### src/rtl/led_fade_pwm_if.sv
// Pattern handshake between the pattern generator (master) and the LED fade stage (slave).
// The pattern is offered on pat_valid/pat_data and is taken on a clock edge where pat_ready is high.
interface led_fade_pwm_if #(
    parameter int CHANNELS = 8
);
    logic                pat_valid;
    logic [CHANNELS-1:0] pat_data;
    logic                pat_ready;

    modport master (output pat_valid, output pat_data, input  pat_ready);
    modport slave  (input  pat_valid, input  pat_data, output pat_ready);
endinterface

### src/rtl/led_fade_pwm.sv
// LED fade stage: each LED ramps linearly toward full-on or off for its pattern bit,
// and is driven by a free-running PWM compare with a registered output.
module led_fade_pwm #(
    parameter int CHANNELS  = 8,
    parameter int PWM_BITS  = 8,
    parameter int STEP_DIV  = 16,
    parameter bit ACTIVE_HI = 1'b1
) (
    input  logic                clk,
    input  logic                resetn,
    led_fade_pwm_if.slave       pat,
    output logic                busy,
    output logic [CHANNELS-1:0] leds
);

    localparam int              PS_W    = (STEP_DIV > 1) ? $clog2(STEP_DIV) : 1;
    localparam logic [PS_W-1:0] PS_LAST = PS_W'(STEP_DIV - 1);
    localparam logic [PWM_BITS-1:0] LVL_MAX = '1;

    typedef enum logic {S_IDLE, S_FADING} state_t;

    state_t              r_state;
    state_t              w_state_next;
    logic                r_init;
    logic [CHANNELS-1:0] r_target;
    logic [PWM_BITS-1:0] r_level [CHANNELS];
    logic [PWM_BITS-1:0] w_level_step [CHANNELS];
    logic [PWM_BITS-1:0] r_pwm_cnt;
    logic [PS_W-1:0]     r_prescaler;
    logic [CHANNELS-1:0] r_leds;
    logic [CHANNELS-1:0] w_on;
    logic                w_accept;
    logic                w_tick;
    logic                w_new_at_goal;
    logic                w_step_done;
    logic                w_ready;

    assign w_accept = pat.pat_valid & w_ready;
    assign w_tick   = (r_state == S_FADING) && (r_prescaler == PS_LAST);

    // Goals are only ever 0 or MAX, so "below goal" reduces to "target set and not yet MAX".
    always_comb begin
        // NOTE: every output of a combinational block gets a default first, so no path leaves it unassigned and no latch is inferred.
        w_level_step  = r_level;
        w_new_at_goal = 1'b1;
        w_step_done   = 1'b1;
        w_on          = '0;
        for (int i = 0; i < CHANNELS; i++) begin
            if (r_target[i]) begin
                if (r_level[i] != LVL_MAX) w_level_step[i] = r_level[i] + 1'b1;
            end else begin
                if (r_level[i] != '0) w_level_step[i] = r_level[i] - 1'b1;
            end
            if (w_level_step[i] != (r_target[i] ? LVL_MAX : '0)) w_step_done = 1'b0;
            if (r_level[i] != (pat.pat_data[i] ? LVL_MAX : '0)) w_new_at_goal = 1'b0;
            w_on[i] = (r_level[i] == LVL_MAX) || (r_level[i] > r_pwm_cnt);
        end
    end

    always_ff @(posedge clk or negedge resetn) begin
        // NOTE: state elements use non-blocking assignments so every register samples pre-edge values.
        if (!resetn) r_state <= S_IDLE;
        else         r_state <= w_state_next;
    end

    always_comb begin
        w_state_next = r_state;
        case (r_state)
            S_IDLE:   if (w_accept && !w_new_at_goal) w_state_next = S_FADING;
            S_FADING: if (w_tick && w_step_done)      w_state_next = S_IDLE;
            default:  w_state_next = S_IDLE;
        endcase
    end

    always_comb begin
        w_ready = (r_state == S_IDLE) && r_init;
        busy    = (r_state == S_FADING);
    end

    assign pat.pat_ready = w_ready;
    assign leds          = r_leds;

    always_ff @(posedge clk or negedge resetn) begin
        if (!resetn) begin
            r_init      <= 1'b0;
            r_target    <= '0;
            r_pwm_cnt   <= '0;
            r_prescaler <= '0;
            r_leds      <= ACTIVE_HI ? '0 : '1;
            // NOTE: the level array is a handful of flops, not a RAM, so it is cleared by reset like any other state.
            for (int i = 0; i < CHANNELS; i++) r_level[i] <= '0;
        end else begin
            r_init    <= 1'b1;
            r_pwm_cnt <= r_pwm_cnt + 1'b1;
            r_leds    <= w_on ^ {CHANNELS{~ACTIVE_HI}};
            if (w_accept) begin
                r_target    <= pat.pat_data;
                r_prescaler <= '0;
            end else if (r_state == S_FADING) begin
                r_prescaler <= w_tick ? '0 : r_prescaler + 1'b1;
            end else begin
                r_prescaler <= '0;
            end
            if (w_tick) r_level <= w_level_step;
        end
    end

endmodule

### src/flat_wrapper.sv
// flat-port wrapper written by rule: the top's interface ports become plain ports
module led_fade_pwm_flat 
#(
    parameter int CHANNELS  = 8,
    parameter int PWM_BITS  = 8,
    parameter int STEP_DIV  = 16,
    parameter bit ACTIVE_HI = 1'b1
)
  (clk, resetn, busy, leds, pat_pat_valid, pat_pat_data, pat_pat_ready);
  led_fade_pwm_if #(.CHANNELS(CHANNELS)) pat_i ();
  input  logic clk;
  input  logic resetn;
  output logic busy;
  output logic [CHANNELS-1:0] leds;
  input wire logic [$bits(pat_i.pat_valid)-1:0] pat_pat_valid;
  input wire logic [$bits(pat_i.pat_data)-1:0] pat_pat_data;
  output wire logic [$bits(pat_i.pat_ready)-1:0] pat_pat_ready;
  assign pat_i.pat_valid = pat_pat_valid;
  assign pat_i.pat_data = pat_pat_data;
  assign pat_pat_ready = pat_i.pat_ready;
  led_fade_pwm #(.CHANNELS(CHANNELS), .PWM_BITS(PWM_BITS), .STEP_DIV(STEP_DIV), .ACTIVE_HI(ACTIVE_HI)) u_core (.clk(clk), .resetn(resetn), .pat(pat_i), .busy(busy), .leds(leds));
endmodule
### config.mk
export PLATFORM = sky130hd
export DESIGN_NAME = led_fade_pwm_flat
export DESIGN_NICKNAME = d
export VERILOG_FILES = /design/src/rtl/led_fade_pwm_if.sv /design/src/rtl/led_fade_pwm.sv /design/src/flat_wrapper.sv
export SDC_FILE = /design/constraint.sdc
export NUM_CORES = 1
export LEC_CHECK = 0
export CORE_UTILIZATION = 39
export CTS_CLUSTER_SIZE = 16
export DETAILED_ROUTE_END_ITERATION = 10
export PLACE_DENSITY = 0.63
export SLEW_MARGIN = 10
export SYNTH_ARGS = -nofsm -noshare
export SYNTH_HDL_FRONTEND = slang
export SYNTH_SLANG_ARGS = --single-unit
### constraint.sdc
create_clock -name clk -period 3.86 [get_ports clk]
set_input_delay 0.579 -clock clk [delete_from_list [all_inputs] [get_ports clk]]
set_output_delay 0.579 -clock clk [all_outputs]
set_load 0.1 [all_outputs]
==> metrics.md, run 1 <==
| Metric | Value |
|---|---|
| Flops & latches, synth | `94` |
| Seq pwr share | `29.2%` |
| Gate power share | `55.8%` |
| Distinct cells, synth | `83` |
| Die Wd | `157.4 um` |
| DRT met1 WL | `12,550 um` |
| Number of iterations in the first detailed-routing pass | `7` |
| Number of post-CTS setup repair buffers | `0` |
| Crit path DAT | `3.66 ns` |
| Highest Clock Rate | `293.6 MHz` |
| Global route total overflow | `0` |
| Max-slew headroom | `35.01%` |
| Syn Std Cell Area | `9419 sq um` |
| I/O pins | `21` |
| Fillers | `2,376` |
| Crit Path Max Fanout | `7` |
| Register area share after synthesis | `24.97%` |
| Die ar. | `24,780 sq um` |
| Max Used Layer | `met4` |
| Startpoint Class | `register` |
| PwrDens | `598.6 nW/um^2` |
| Tcrit/Tclk final | `88.23%` |
| Clock Sinks | `94` |
| Multiplexer share of the synthesized area | `3.281%` |
| Syn avg cell area | `7.875 sq um` |
| Routability congestion estimate | `0.9230` |
| Clk root buf | `clkbuf_16` |
| Routed wire length | `27,980 um` |
| Worst Hold Class | `in -> async` |
| Core Box Area | `23,610 sq um` |
| Layout cells sized above 1 | `4.918%` |
| CTS tree | `built` |
| Min Tclk post-route | `3.406 ns` |
| Synth Area in Compound Gates | `25.33%` |
| R2r startpoint | `u_core.r_level[32]` |
| Switching part of the total power | `49.98%` |
| DP HPWL | `19,770 um` |
| Worst flop-to-flop path endpoint | `u_core.busy` |
| Synth Area in Simple Gates | `24.77%` |
| Status | `finished clean` |
| Clk pwr share | `15.0%` |
| Synthesized netlist cell count | `1,196` |
| Mapped Nets | `1,297` |
| Area grow syn2layout | `7.133%` |
| Max-cap violations | `0` |
| Combinational family with the most area after synthesis | `compound AO/OA/AOI/OAI gates` |
| FF-to-FF setup slack | `0.45 ns` |
| FP Rows | `56` |
| Commonest non-fill, non-tap cell in the layout | `nand2_1` |
| Worst VDD drop | `0.3532 mV` |
| Antenna diode count | `0` |
| Final setup violating endpoints | `0` |
| Vias/cell | `6.232` |
| Unrepaired setup endpoints after global routing | `false` |
| Worst r2r path cells | `10` |
| GRT Total Usage | `23.43%` |
| Commonest cells after routing, fill and taps aside | `nand2_1, o21ai_0, dfrtp_1, ha_1, a21oi_1` |
| Worst Max-Slew Pin Slew | `0.9718 ns` |
| Cts-stage hold buffer count | `0` |
| H-tree Lvls | `3` |
| Number of synthesized flops with an enable pin | `0` |
| Post-synthesis adder-cell area fraction | `11.96%` |
| P_leak | `4.213 nW` |
| Final TNS setup | `0 ns` |
| CP required | `4.11 ns` |
| Iteration-0 DRC Markers | `943` |
| Post-route ant nets | `0` |
| Fin area | `10,090 sq um` |
| Area after DPL | `9812 sq um` |
| CTS resizes | `0` |
| First-pass GRT wire length | `45,510 um` |
| Vias in the first global route | `8,457` |
| Vias | `9,211` |
| Clk_lat worst skew | `0.36 ns` |
| Fin. Hold Viols | `0` |
| Switch Pwr | `3.019 mW` |
| Post-route DRC | `0` |
| Initial cell density of the core | `39.89%` |
| Met3 Routed Length | `1952 um` |
| FFs w/ async S/R, synth | `100.0%` |
| Routed WL per cell | `18.93 um` |
| XOR/XNOR Fraction of Synth Area | `4.556%` |
| Multi-input logic area | `6595 sq um` |
| Critical path class | `reg -> reg` |
| Die H | `157.4 um` |
| Register area | `2352 sq um` |
| P_int | `3.021 mW` |
| Number of CTS-inserted buffers | `9` |
| Initial antenna violation count | `0` |
| Worst setup EP type | `register` |
| Nets | `1,257` |
| Max-slew violations | `0` |
| Reg clk slew, reported paths | `0.07 ns` |
| Routed wl met2 | `12,650 um` |
| I/O Buffers | `20` |
| Largest net degree at the start of global routing | `86` |
| Worst clock skew | `0.007410 ns` |
| YS warnings | `0` |
| Clock buffer depth | `2` |
| Main flop type after synthesis | `dfrtp_1` |
==> synthesized netlist by cell type, drive strengths merged, types with 5 or more instances <==
| library cell | n | area (sq um) |
|---|---|---|
| or4 | 12 | 90.09 |
| a211oi | 12 | 90.09 |
| nand4 | 31 | 193.9 |
| ha | 90 | 1126 |
| mux2 | 15 | 168.9 |
| nor3b | 9 | 72.57 |
| nor2b | 15 | 93.84 |
| buf | 7 | 28.78 |
| and3 | 18 | 112.6 |
| or3 | 6 | 37.54 |
| nor2 | 69 | 259.0 |
| and2 | 9 | 56.31 |
| o211ai | 13 | 97.59 |
| a21o | 21 | 157.7 |
| a22oi | 5 | 37.54 |
| inv | 44 | 165.2 |
| nor4b | 5 | 43.79 |
| nor3 | 34 | 170.2 |
| xor2 | 13 | 113.9 |
| xnor2 | 36 | 315.3 |
| nand3 | 53 | 265.3 |
| a21oi | 88 | 440.4 |
| nor4 | 17 | 140.1 |
| nand2b | 16 | 100.1 |
| or3b | 5 | 43.79 |
| o22ai | 10 | 62.56 |
| and4 | 17 | 148.9 |
| o21a | 8 | 60.06 |
| o21ai | 100 | 500.5 |
| nand2 | 102 | 382.9 |
| o31ai | 19 | 142.6 |
| dfrtp | 94 | 2352 |
| mux2i | 14 | 140.1 |
| a31oi | 33 | 206.5 |
| clkbuf | 76 | 285.3 |
==> state kept, by name, indices dropped and copies added, names as in the netlist <==
name                cells
u_core.leds             8
u_core.r_pwm_cnt        8
u_core.r_prescaler      4
u_core.r_init           1
u_core.r_target         8
u_core.busy             1
u_core.r_level         64
==> worst max-delay path by stage <==
stage	from	end	slack (ns)	cells after the start
2_1_floorplan	u_core.busy	u_core.r_target[0]	0.53	3
3_3_place_gp	u_core.r_level[32]	u_core.busy	0.52	10
3_5_place_dp	u_core.r_level[32]	u_core.busy	0.49	10
4_1_cts	u_core.r_level[32]	u_core.busy	0.48	10
5_1_grt	u_core.r_level[32]	u_core.busy	0.24	10
6_report	u_core.r_level[32]	u_core.busy	0.45	10
==> per-stage QoR <==
stage | instances | setup WS [ns] | utilization [%] | power (mW) | hold slack [ns]
floorplan | 1196 | 0.5288 | - | 4.200 | 0.2834
global placement | 1464 | 0.5217 | 41.55 | 5.056 | 0.4611
detailed placement | 1464 | 0.4909 | 41.55 | 5.076 | 0.4690
CTS | 1478 | 0.4781 | 42.74 | 6.005 | 0.2827
global route | 1478 | 0.2425 | 42.74 | 6.501 | 0.3143
finish | 1478 | 0.4544 | 42.74 | 6.040 | 0.2636
==> routing by layer <==
| metal | global-route usage (%) | vias up |
|---|---|---|
| met4 | 8.507 | 0 |
| met5 | 0 | - |
| li1 | - | 4422 |
| met2 | 37.02 | 377 |
| met1 | 32.05 | 4358 |
| met3 | 3.772 | 54 |
==> kinds of logic after synthesis <==
group / after synthesis
and+or+nand+nor: 432
buffers and inverters: 127
adders and majority gates: 90
muxes: 29
AOI/OAI and AO/OA: 374
xor gates and xnor gates: 49
DFF: 94
other: 1
==> power groups by stage <==
stage          logic, mW  clock network (mW)  registers (mW)
2_1_floorplan       2.65                   0            1.55
3_3_place_gp        3.29                   0            1.76
3_5_place_dp        3.31                   0            1.77
4_1_cts             3.33               0.932            1.75
5_1_grt             3.73               0.955            1.82
6_report            3.37               0.906            1.76
==> area by class of cell <==
class                   instances  area share [%]
well taps                     319           3.955
clock inverters                 4          0.4960
inverters                      44           1.637
multi-input cells             975           65.36
repair buffers                 32           2.976
clock buffers                  10           2.269
flip-flops and latches         94           23.31
==> worst max-delay path, cell delays in order (launching register included) <==
cell and delay (ns):
dfrtp_1 0.45, inv_1 0.21, ha_1 0.20, or4b_4 0.50
nor4_4 0.29, mux2i_1 0.13, a2111o_1 0.42, or4_1 0.47
nor4_1 0.31, nand4_1 0.13, a21o_1 0.19
(Power assumes the default switching activity.)
==> inputs of run 2 (changes only) <==
CELL_PAD_IN_SITES_DETAIL_PLACEMENT = 0   (was not set)
CELL_PAD_IN_SITES_GLOBAL_PLACEMENT = 1   (was not set)
HOLD_SLACK_MARGIN = 0.15   (was not set)
PLACE_DENSITY = 0.77   (was 0.63)
==> run 2 against run 1 <==
  * Die area is the same
  * Combinational power is essentially flat
  * Via count shrank 2.0%
  * Final area shrank 0.11%
  * Hold slack gained 0.086 ns
  * Cell count is the same
  * Clock power shrank 4.4%
  * Critical path type unchanged
==> metrics.md, run 2 (synthesis results as in run 1) <==
| Metric | Value |
|---|---|
| Max-slew headroom | `35.18% (was 35.01%)` |
| H-tree Lvls | `3 (unchanged)` |
| Seq pwr share | `29.7% (was 29.2%)` |
| Met3 global-route usage | `3.056% (was 3.772%)` |
| CP required | `4.12 ns (was 4.11 ns)` |
| Setup ws final | `0.4185 ns (was 0.4544 ns)` |
| Die Wd | `157.4 um (unchanged)` |
| Post-route DRC | `0 (unchanged)` |
| Fillers | `2,371 (was 2,376)` |
| Number of iterations in the first detailed-routing pass | `5 (was 7)` |
| Die ar. | `24,780 sq um (unchanged)` |
| Max-cap violations | `0 (unchanged)` |
| Die H | `157.4 um (unchanged)` |
| Worst Hold Class | `in -> async (unchanged)` |
| Commonest non-fill, non-tap cell in the layout | `nand2_1 (unchanged)` |
| GRT Total Usage | `23.77% (was 23.43%)` |
| Tcrit/Tclk final | `89.16% (was 88.23%)` |
| Vias in the first global route | `8,161 (was 8,457)` |
| Vias | `9,023 (was 9,211)` |
| Min Tclk post-route | `3.442 ns (was 3.406 ns)` |
| Max reg flops | `64 (unchanged)` |
| Status | `finished clean (unchanged)` |
| Post-route ant nets | `0 (unchanged)` |
| Initial cell density of the core | `39.89% (unchanged)` |
| Nets | `1,255 (was 1,257)` |
| I/O pins | `21 (unchanged)` |
| Area grow syn2layout | `7.014% (was 7.133%)` |
| Routed WL per cell | `19.25 um (was 18.93 um)` |
| Layout cells sized above 1 | `4.745% (was 4.918%)` |
| FP Rows | `56 (unchanged)` |
| Clk root buf | `clkbuf_16 (unchanged)` |
| Critical path class | `reg -> reg (unchanged)` |
| Place WS | `0.4443 ns (was 0.4909 ns)` |
| Number of CTS-inserted buffers | `9 (unchanged)` |
| Routability congestion estimate | `0.8900 (was 0.9230)` |
| PwrDens | `595.3 nW/um^2 (was 598.6 nW/um^2)` |
| Max-slew violations | `0 (unchanged)` |
| Reg clk slew, reported paths | `0.07 ns (about the same)` |
| Worst r2r path cells | `10 (unchanged)` |
| Layout Cells excl Fill | `1,478 (unchanged)` |
| Gate power share | `55.9% (was 55.8%)` |
| Final setup violating endpoints | `0 (unchanged)` |
| Number of post-CTS setup repair buffers | `0 (unchanged)` |
| Clock buffer depth | `2 (unchanged)` |
| Worst VDD drop | `0.2905 mV (was 0.3532 mV)` |
| Worst clock skew | `0.01271 ns (was 0.007410 ns)` |
| FF-to-FF setup slack | `0.42 ns (was 0.45 ns)` |
| Initial antenna violation count | `1 (was 0)` |
| Worst Max-Slew Pin Slew | `0.9692 ns (was 0.9718 ns)` |
| Routed wire length | `28,450 um (was 27,980 um)` |
| Switch Pwr | `3.023 mW (was 3.019 mW)` |
| Startpoint Class | `register (unchanged)` |
| Clk_lat worst skew | `0.37 ns (was 0.36 ns)` |
| P_leak | `4.204 nW (was 4.213 nW)` |
| Fin. Hold Viols | `0 (unchanged)` |
| Vias/cell | `6.105 (was 6.232)` |
| Register area | `2352 sq um (unchanged)` |
| Most flop-heavy register | `u_core.r_level (unchanged)` |
| Antenna diode count | `0 (unchanged)` |
| Core Box Area | `23,610 sq um (unchanged)` |
| P_int | `2.977 mW (was 3.021 mW)` |
| Switching part of the total power | `50.38% (was 49.98%)` |
| First-pass GRT wire length | `45,890 um (was 45,510 um)` |
| Clock Sinks | `94 (unchanged)` |
| Largest net degree at the start of global routing | `86 (unchanged)` |
| Multi-input logic area | `6595 sq um (unchanged)` |
| Highest Clock Rate | `290.6 MHz (was 293.6 MHz)` |
| GR Util met1 | `33.23% (was 32.05%)` |
| I/O Buffers | `20 (unchanged)` |
| Final TNS setup | `0 ns (unchanged)` |
| Worst flop-to-flop path endpoint | `u_core.busy (unchanged)` |
| Met2 Use GR | `38.12% (was 37.02%)` |
| Worst setup EP type | `register (unchanged)` |
| Placed instance count | `1,462 (was 1,464)` |
| CTS resizes | `0 (unchanged)` |
| Gr busiest metal | `met2 (unchanged)` |
| DP HPWL | `20,120 um (was 19,770 um)` |
| Iteration-0 DRC Markers | `664 (was 943)` |
| Unrepaired setup endpoints after global routing | `false (unchanged)` |
| CTS tree | `built (unchanged)` |
| Crit path DAT | `3.70 ns (was 3.66 ns)` |
| Clk pwr share | `14.4% (was 15.0%)` |
| Cts-stage hold buffer count | `0 (unchanged)` |
| R2r startpoint | `u_core.r_level[32] (unchanged)` |
| Commonest cells after routing, fill and taps aside | `nand2_1, o21ai_0, dfrtp_1, ha_1, a21oi_1 (unchanged)` |
| Crit Path Max Fanout | `7 (unchanged)` |
| Global route total overflow | `0 (unchanged)` |
[run 2: cell count changes in the layout (fill, tap and decap cells not counted)]
cell / change
buf_12: +1
bufinv_16: -1
clkbuf_8: +1
clkbuf_1: +2
buf_4: -3
[run 2: how the worst max path moves through the flow]
stage | start | endpoint | slack [ns]
after global routing | u_core.r_level[32] | u_core.busy | 0.18
after CTS | u_core.r_level[32] | u_core.busy | 0.44
after floorplan | u_core.busy | u_core.r_target[0] | 0.53
after detailed placement | u_core.r_level[32] | u_core.busy | 0.44
after global placement | u_core.r_level[32] | u_core.busy | 0.50
final | u_core.r_level[32] | u_core.busy | 0.42
[run 2: stage by stage]
step                util [%]  total power, mW  area [sq um]  hold WS [ns]
finish                 42.69            6.000         10080        0.3495
CTS                    42.69            5.989         10080        0.3916
global route           42.69            6.486         10080        0.4349
floorplan                  -            4.200          9419        0.2834
detailed placement     41.54            5.092          9809        0.4701
global placement       41.54            5.091          9809        0.4630
[run 2: power by group through the flow]
stage / registers, mW / logic (mW) / clock network [mW]
global route: 1.84 / 3.72 / 0.931
finish: 1.78 / 3.35 / 0.866
global placement: 1.78 / 3.31 / 0
floorplan: 1.55 / 2.65 / 0
CTS: 1.77 / 3.32 / 0.900
detailed placement: 1.79 / 3.31 / 0
[run 2: area by class of cell]
type / count / area share (%)
Clock inverter: 3 / 0.1986
Clock buffer: 13 / 2.483
Tap cell: 319 / 3.960
Timing Repair Buffer: 30 / 2.954
Inverter: 44 / 1.639
Multi-Input combinational cell: 975 / 65.43
Sequential cell: 94 / 23.34
[run 2: per-layer routing]
layer / wire length (um) / up-vias / part of all wire [%]
met4: 589 / 2 / 2.1
li1: - / 4411 / -
met3: 1506 / 39 / 5.3
met5: 13 / - / 0.046
met1: 13270 / 4318 / 47
met2: 13070 / 253 / 46
[run 2: worst max-delay path: stages (launching register included)]
cell and delay [ns]:
dfrtp_1 0.46, inv_1 0.21, ha_1 0.19, or4b_4 0.49
nor4_4 0.29, mux2i_1 0.16, a2111o_1 0.43, or4_1 0.47
nor4_1 0.32, nand4_1 0.14, a21o_1 0.19
